## src/rtl/lower_layer_sort_n.sv

```systemverilog
// Block sorter: fills N {key,label} pairs, sorts them in place with odd-even
// transposition passes (one pass per cycle), then drains them in order.
module lower_layer_sort_n #(
    parameter int DATA_W  = 16,
    parameter int IDX_W   = 8,
    parameter int N       = 8,
    parameter bit DESCEND = 1'b0
) (
    input  logic                   clk,
    input  logic                   rst_n,
    input  logic                   load,
    input  logic                   in_valid,
    input  logic [DATA_W-1:0]      in_data,
    input  logic [IDX_W-1:0]       in_idx,
    output logic                   in_ready,
    output logic                   out_valid,
    input  logic                   out_ready,
    output logic [DATA_W-1:0]      out_data,
    output logic [IDX_W-1:0]       out_idx,
    output logic                   out_last,
    output logic                   busy,
    output logic                   done,
    output logic [$clog2(N):0]     sort_passes,
    output logic [1:0]             fsm_state
);

    // Handshakes: a transfer happens on a rising edge where valid and ready
    // are both high; in_ready/out_valid depend only on registered state, and
    // out_data/out_idx/out_last stay stable while out_valid=1 and out_ready=0.

    localparam int PW  = $clog2(N);
    localparam int PPW = $clog2(N) + 1;
    localparam logic [PW-1:0]  LAST   = PW'(N - 1);
    localparam logic [PPW-1:0] PASS_N = PPW'(N);

    typedef enum logic [1:0] {
        IDLE  = 2'd0,
        FILL  = 2'd1,
        SORT  = 2'd2,
        DRAIN = 2'd3
    } state_t;

    state_t             state;
    logic [DATA_W-1:0]  key [N];
    logic [IDX_W-1:0]   idx [N];
    logic [DATA_W-1:0]  nk  [N];
    logic [IDX_W-1:0]   ni  [N];
    logic [PW-1:0]      wr_ptr;
    logic [PW-1:0]      rd_ptr;
    logic [PPW-1:0]     pass_cnt;
    logic [PPW-1:0]     pass_next;
    logic               pass_odd;
    logic               even_clean;
    logic               swap_any;
    logic               sort_exit;

    function automatic logic out_of_order(input logic [DATA_W-1:0] a,
                                          input logic [DATA_W-1:0] b);
        return DESCEND ? (a < b) : (a > b);
    endfunction

    // One transposition pass; pairs within a pass are disjoint, so every
    // compare reads the current buffer directly.
    always_comb begin
        nk       = key;
        ni       = idx;
        swap_any = 1'b0;
        for (int i = 0; i < N - 1; i++) begin
            if (i[0] == pass_odd && out_of_order(key[i], key[i+1])) begin
                nk[i]    = key[i+1];
                nk[i+1]  = key[i];
                ni[i]    = idx[i+1];
                ni[i+1]  = idx[i];
                swap_any = 1'b1;
            end
        end
    end

    assign pass_next = pass_cnt + PPW'(1);
    // Early exit needs a clean even pass followed by a clean odd pass.
    assign sort_exit = (pass_next == PASS_N) || (pass_odd && !swap_any && even_clean);

    always_ff @(posedge clk) begin
        if (!rst_n) begin
            state       <= IDLE;
            wr_ptr      <= '0;
            rd_ptr      <= '0;
            pass_cnt    <= '0;
            pass_odd    <= 1'b0;
            even_clean  <= 1'b0;
            sort_passes <= '0;
            done        <= 1'b0;
            for (int i = 0; i < N; i++) begin
                key[i] <= '0;
                idx[i] <= '0;
            end
        end else begin
            case (state)
                IDLE: begin
                    if (load) begin
                        state  <= FILL;
                        wr_ptr <= '0;
                        done   <= 1'b0;
                    end
                end
                FILL: begin
                    if (in_valid) begin
                        key[wr_ptr] <= in_data;
                        idx[wr_ptr] <= in_idx;
                        if (wr_ptr == LAST) begin
                            state      <= SORT;
                            pass_cnt   <= '0;
                            pass_odd   <= 1'b0;
                            even_clean <= 1'b0;
                        end else begin
                            wr_ptr <= wr_ptr + PW'(1);
                        end
                    end
                end
                SORT: begin
                    key      <= nk;
                    idx      <= ni;
                    pass_cnt <= pass_next;
                    pass_odd <= ~pass_odd;
                    if (!pass_odd) begin
                        even_clean <= !swap_any;
                    end
                    if (sort_exit) begin
                        state       <= DRAIN;
                        sort_passes <= pass_next;
                        rd_ptr      <= '0;
                    end
                end
                DRAIN: begin
                    if (out_ready) begin
                        if (rd_ptr == LAST) begin
                            state <= IDLE;
                            done  <= 1'b1;
                        end else begin
                            rd_ptr <= rd_ptr + PW'(1);
                        end
                    end
                end
                default: state <= IDLE;
            endcase
        end
    end

    assign in_ready  = (state == FILL);
    assign out_valid = (state == DRAIN);
    assign out_last  = (state == DRAIN) && (rd_ptr == LAST);
    assign busy      = (state != IDLE);
    assign out_data  = key[rd_ptr];
    assign out_idx   = idx[rd_ptr];
    assign fsm_state = state;

endmodule

```

## config.mk

```make
export PLATFORM = sky130hd
export DESIGN_NAME = lower_layer_sort_n
export DESIGN_NICKNAME = d
export VERILOG_FILES = /design/src/rtl/lower_layer_sort_n.sv
export SDC_FILE = /design/constraint.sdc
export NUM_CORES = 1
export LEC_CHECK = 0
export ABC_AREA = 1
export CAP_MARGIN = 5
export CELL_PAD_IN_SITES_DETAIL_PLACEMENT = 0
export CELL_PAD_IN_SITES_GLOBAL_PLACEMENT = 2
export CORE_MARGIN = 2
export CORE_UTILIZATION = 38
export DETAILED_ROUTE_END_ITERATION = 10
export PLACE_DENSITY_LB_ADDON = 0.3
export SKIP_LAST_GASP = 1
export SLEW_MARGIN = 20
export SYNTH_ARGS = -nofsm -noshare
export SYNTH_HDL_FRONTEND = slang
export SYNTH_SLANG_ARGS = --single-unit
```

## constraint.sdc

```tcl
create_clock -name clk -period 4.64 [get_ports clk]
set_input_delay 0.928 -clock clk [delete_from_list [all_inputs] [get_ports clk]]
set_output_delay 0.928 -clock clk [all_outputs]
set_load 0.02 [all_outputs]
```

==> results.tsv, run 1 <==
metric	value	unit
critical path launch point type	flop	
CTS tree	yes	
Die H	201.1	µm
share of cells above drive strength 1	5.752	%
final worst path period share	90.83	%
most common cell after layout, fill and taps aside	a21oi_1	
reg2reg end	key[81]$_SDFFE_PN0P_	
R2R depth	14	
hold depth	2	
Slew headroom	20.15	%
GPL Wtd Cong	0.9257	
Overflow after GRT	0	
I/O pins	64	
All-Layer GR Usage	30.10	%
initial core utilization	38.36	%
root buffer cell	clkbuf_16	
vias in the first global route	15160	
Clock Latency Late Sink	0.58	ns
I/O Buffers	63	
routed wire length	62230	µm
Synth Instances	2181	
most frequent cells in the layout	376 x a21oi_1, 302 x nand2_1, 298 x o21ai_0	
Final Hold Vio Count	0	
antenna cells	0	
status	finished, final reports clean	
fin crit period	4.215	ns
FP Rows	72	
post-DR wirelength/cell	23.12	µm
# setup viols final	0	
worst endpoint required time	3.71	ns
first-pass GRT wire length	94180	µm
peak supply drop	584.4	µV
nets	2306	
hold crit path type	reg -> reg	
DR iter-0 viols	1557	
DRC viols	0	
Pleak	6.380	nW
post_cts resized	0	
Syn Area/Cell	6.765	µm²
Max Fanout on Critical Path	78	
largest net degree at the start of global routing	129	
Synth top area share	28.63	%
CTS Buf Count	28	
Max Slew Vio Count	0	
warning count from the yosys run	0	
worst path arrival time	3.29	ns
Area Growth Syn to Fin	12.31	%
Max clock buf depth	3	
initial antenna violation count	2	
largest area contributor in the netlist	dfxtp_1	
H-tree levels	1	
max-cap check violation count	0	
Hold Path End	even_clean$_SDFFE_PN0P_	
DRT Pass-1 Iters	5	
Post-CTS Setup Bufs	0	
worst-margin pin slew	1.196	ns
FF-to-FF setup slack	1.20	ns
post-synthesis register bit count	211	
Sum Neg Setup Slack	0	ns
Mapped Area	14760	µm²
fmax	237.3	MHz
CP endpoint kind	primary output	
post-DP HPWL	40970	µm
vias per cell	5.958	
RSZ-0062 raised after global routing	false	
die footprint	40420	µm²
hold_buf cts	0	
Worst-path clk slew	0.06	ns
Die W	201.1	µm
number of fill cells	4043	
power per cell area	874.8	nW/µm²
Antenna Nets Post-Route	0	
Clock Sinks	211	
Seq/Total Area, Yosys	28.63	%
Yosys cell types	42	
Area contributors post-synth	dfxtp_1 29%, a21oi_1 13%, ha_1 10%	
Crit Path Category	reg -> out	
core area	38470	µm²
Syn Nets	2331	
total power	14.50	mW
Hold Startpoint	even_clean$_SDFFE_PN0P_	
Reg-to-Reg Start	key[93]$_SDFFE_PN0P_	
Clock Skews	0.02054	ns
Via Count	16030	
## worst max-delay path by stage
| stage | startpoint | endpoint | slack [ns] | cells after the start |
|---|---|---|---|---|
| 6_report | rd_ptr[0]$_SDFFE_PN0P_ | out_idx[7] | 0.43 | 8 |
| 5_1_grt | rd_ptr[0]$_SDFFE_PN0P_ | out_idx[3] | 0.24 | 8 |
| 4_1_cts | rd_ptr[0]$_SDFFE_PN0P_ | out_data[10] | 0.47 | 5 |
| 3_5_place_dp | rd_ptr[0]$_SDFFE_PN0P_ | out_data[10] | 1.08 | 5 |
| 3_3_place_gp | rd_ptr[0]$_SDFFE_PN0P_ | out_idx[7] | 1.11 | 8 |
| 2_1_floorplan | rd_ptr[0]$_SDFFE_PN0P_ | out_idx[4] | 1.97 | 8 |
## Yosys cell counts
| library cell | instances |
|---|---|
| a31oi_1 | 51 |
| ha_1 | 121 |
| nand2_1 | 302 |
| nor3_1 | 10 |
| a21oi_1 | 377 |
| a22oi_1 | 46 |
| nand3_1 | 52 |
| buf_2 | 38 |
| nor3b_2 | 1 |
| nor2_2 | 3 |
| a211oi_1 | 4 |
| a31oi_2 | 1 |
| buf_1 | 13 |
| nor2_8 | 1 |
| buf_6 | 4 |
| xor2_1 | 2 |
| clkbuf_1 | 94 |
| nand4_1 | 12 |
| nand3_2 | 2 |
| o21ai_1 | 18 |
| o22ai_1 | 100 |
| o21bai_1 | 2 |
| buf_12 | 1 |
| nand2_2 | 10 |
| inv_1 | 217 |
| o221ai_1 | 26 |
| clkinv_1 | 2 |
| nand3_4 | 2 |
| nand3b_1 | 2 |
| a221oi_1 | 16 |
| o21ai_0 | 298 |
| nor2_1 | 107 |
| nor2_4 | 1 |
| o21a_1 | 3 |
| nand2_4 | 2 |
| a21oi_4 | 1 |
| a21o_1 | 4 |
| dfxtp_1 | 211 |
| inv_2 | 14 |
| a21oi_2 | 3 |
| or2_2 | 1 |
| buf_4 | 6 |
## registers in the layout (all words and copies together) (netlist names), 2 cells and up
name,cells
key,128
fsm_state,2
wr_ptr,3
pass_cnt,4
sort_passes,4
idx,64
rd_ptr,3
## routing by layer
layer,global-route usage [%],vias to the layer above,wire (µm)
met2,46.42,697,27180
met1,41.68,7565,27710
li1,-,7629,-
met3,4.091,139,4266
met4,13.70,2,3056
met5,0,-,14
## final cells by class
class | count | area, µm² | area share, %
clock buffer | 45 | 844.6 | 5.096
multi-input combinational | 1581 | 8979 | 54.18
tap | 518 | 648.1 | 3.911
clock inverter | 2 | 21.27 | 0.1284
inverter | 233 | 875.8 | 5.285
timing repair buffer | 101 | 975.9 | 5.889
sequential | 211 | 4228 | 25.51
## where the power goes
group / internal (mW) / switching (mW) / leakage [nW]
combinational: 2.68 / 6.86 / 4.24
sequential: 2.33 / 0.506 / 1.71
clock: 1.23 / 0.886 / 0.424
total: 6.25 / 8.25 / 6.38
## cells by family after synthesis
group	Yosys count	share of synthesized area (%)
XOR/XNOR	2	0.1187
buffers and inverters	389	10.68
flip-flops	211	28.63
AND/OR/NAND/NOR	508	14.53
adder cells (fa/ha/maj)	121	10.26
AO/OA/AOI/OAI	950	35.78
## per-stage QoR
step | setup slack [ns] | cells | hold slack (ns) | util, % | instance area [µm²]
after detailed placement | 1.080 | 2644 | 0.4586 | 40.83 | 15710
after global routing | 0.2404 | 2691 | 0.4899 | 43.08 | 16570
after global placement | 1.107 | 2644 | 0.4514 | 40.83 | 15710
final | 0.4255 | 2691 | 0.4697 | 43.08 | 16570
after CTS | 0.4676 | 2691 | 0.4677 | 43.08 | 16570
after floorplan | 1.969 | 2181 | 0.4440 | - | 14760
## critical path, stage by stage (launching register included)
cell             delay [ns]
dfxtp_4                0.64
clkinv_2               0.34
buf_12                 0.29
a21oi_1                0.18
o21ai_0                0.09
o21ai_0                0.08
nor2_1                 0.07
a31oi_1                0.30
clkdlybuf4s50_1        0.67
(Power assumes the default switching activity.)
==> inputs of run 2 (changes only) <==
Settings changed: ABC_AREA 1 to 0, CORE_UTILIZATION 38 to 42, SLEW_MARGIN 20 to 30.
==> results.tsv, run 2 <==
metric	value	unit
FP Rows	69	
fin crit period	4.184	ns
Final Hold Vio Count	0	
Via Count	14440	
DRT Pass-1 Iters	8	
ys async rst share	0	%
Final WS setup	0.4556	ns
Synth Area in Compound Gates	30.17	%
largest family of logic cells by synthesized area	compound AO/OA/AOI/OAI gates	
Hold Path End	sort_passes[3]$_SDFFE_PN0P_	
Max Slew Vio Count	0	
Sum Neg Setup Slack	0	ns
met3 wire length	6743	µm
Synth Area in Adders	10.06	%
Synth top area share	28.08	%
root buffer cell	clkbuf_16	
I/O Buffers	63	
post-synthesis register bit count	211	
final worst path period share	90.18	%
largest area contributor in the netlist	dfxtp_1	
commonest cells in the netlist	211 x dfxtp_1, 205 x a21oi_1, 179 x nor2_1, 124 x inv_1, 121 x ha_1	
most frequent cells in the layout	209 x dfxtp_1, 204 x a21oi_1, 178 x nor2_1	
Reg with most FFs	key	
Largest register FFs	128	
# setup viols final	0	
worst endpoint required time	3.71	ns
All-Layer GR Usage	29.76	%
Post-CTS Setup Bufs	0	
status	finished, final reports clean	
Slew headroom	39.13	%
EDFF count, synth	0	
hold_buf cts	0	
most common cell after layout, fill and taps aside	dfxtp_1	
R2R depth	9	
vias per cell	6.465	
Syn Area/Cell	8.600	µm²
share of cells above drive strength 1	13.71	%
Die W	193.2	µm
Largest regs	key x128, idx x64	
Max clock buf depth	3	
Synth Instances	1749	
core area	35400	µm²
warning count from the yosys run	0	
DRC viols	0	
FF-to-FF setup slack	0.97	ns
CTS Buf Count	27	
largest net degree at the start of global routing	89	
Area Growth Syn to Fin	12.70	%
Reg-to-Reg Start	key[91]$_SDFFE_PN0P_	
peak supply drop	408.0	µV
critical path launch point type	flop	
initial antenna violation count	1	
Design Area, Final	16950	µm²
fmax	239.0	MHz
Crit Path Category	reg -> out	
Yosys cell types	75	
Pleak	6.103	nW
Area contributors post-synth	dfxtp_1 28%, ha_1 10%, mux4_2 7.2%	
CTS tree	yes	
most frequent cell after synthesis	dfxtp_1	
reg2reg end	rd_ptr[1]$_SDFFE_PN0P_	
die footprint	37340	µm²
Seq/Total Area, Yosys	28.08	%
hold depth	2	
post_cts resized	0	
post-synthesis mux area share	12.18	%
worst path arrival time	3.26	ns
antenna cells	0	
DR WL met2	23720	µm
Clock Skews	0.02436	ns
power per cell area	523.4	nW/µm²
H-tree levels	1	
pre-CTS setup slack	0.9562	ns
nets	1904	
CP endpoint kind	primary output	
GPL Wtd Cong	0.9313	
Mapped Area	15040	µm²
met1 wire length	25500	µm
hold crit path type	reg -> reg	
Max Fanout on Critical Path	28	
max-cap check violation count	0	
Overflow after GRT	0	
Clock Sinks	211	
routed wire length	57320	µm
vias in the first global route	13630	
Antenna Nets Post-Route	0	
DR top layer	met5	
RSZ-0062 raised after global routing	false	
DR iter-0 viols	1888	
Post-Synth XOR/XNOR Area	0.1165	%
post-DP HPWL	39360	µm
Clock Latency Late Sink	0.56	ns
Die H	193.2	µm
worst-margin pin slew	0.9131	ns
post-DR wirelength/cell	25.67	µm
DP Area	16120	µm²
Worst-path clk slew	0.06	ns
I/O pins	64	
initial core utilization	42.50	%
Syn Nets	1899	
first-pass GRT wire length	86950	µm
Hold Startpoint	sort_passes[3]$_SDFFE_PN0P_	
simple-gate share of the synthesized area	11.60	%
Most used DFF post-synth	dfxtp_1	
==> run 2: cell count changes after synthesis, moves of 61 or more <==
| cell | delta |
|---|---|
| a21oi_1 | -172 |
| nand2_1 | -230 |
| inv_1 | -93 |
| o22ai_1 | -61 |
| o21ai_0 | -238 |
| nor2_1 | +72 |
==> run 2: area by class of cell <==
class                           instances  area [µm²]
Clock buffer                           39       780.7
Inverter                              124       470.5
Multi-Input combinational cell       1264        9718
Clock inverter                          8       47.55
Sequential cell                       211        4229
Tap cell                              461       576.8
Fill cell                            3423       18440
Timing Repair Buffer                  126        1130
==> run 2: kinds of logic after synthesis <==
group	count (synthesis)
and+or+nand+nor	379
adders and majority gates	121
xor gates and xnor gates	2
muxes	120
AOI/OAI and AO/OA	642
DFF	211
buffers and inverters	274
==> run 2: how the worst max path moves through the flow <==
stage	startpoint	to	slack, ns	cells after the start
final	rd_ptr[0]$_SDFFE_PN0P_	out_data[7]	0.46	4
after global routing	rd_ptr[0]$_SDFFE_PN0P_	out_data[7]	0.37	4
after CTS	rd_ptr[0]$_SDFFE_PN0P_	out_data[7]	0.47	4
after detailed placement	key[74]$_SDFFE_PN0P_	idx[36]$_SDFFE_PN0P_	0.96	9
after global placement	key[74]$_SDFFE_PN0P_	idx[36]$_SDFFE_PN0P_	0.70	9
after floorplan	rd_ptr[0]$_SDFFE_PN0P_	out_data[10]	1.70	5
==> run 2: power breakdown <==
group          total, mW  switching [mW]  internal, mW
logic               4.47            2.90          1.57
clock network       2.04           0.879          1.16
registers           2.37           0.324          2.04
==> run 2: per-layer routing <==
metal / vias up / GRT usage [%]
li1: 6654 / -
met1: 6912 / 43.51
met5: - / 0
met2: 774 / 42.69
met3: 95 / 8.421
met4: 2 / 7.718
==> run 2: through the flow <==
| stage | total power [mW] | util (%) | cells | hold slack [ns] |
|---|---|---|---|---|
| 2_1_floorplan | 5.182 | - | 1749 | 0.4415 |
| 3_3_place_gp | 6.699 | 45.49 | 2186 | 0.4444 |
| 3_5_place_dp | 6.754 | 45.54 | 2186 | 0.4495 |
| 4_1_cts | 8.798 | 47.88 | 2233 | 0.4578 |
| 5_1_grt | 9.339 | 47.89 | 2233 | 0.4780 |
| 6_report | 8.873 | 47.89 | 2233 | 0.4570 |
==> run 2: critical path: stages, from the launching register on <==
cell	delay (ns)
dfxtp_4	0.73
buf_4	0.43
mux4_2	0.63
mux2_2	0.31
clkdlybuf4s50_1	0.54
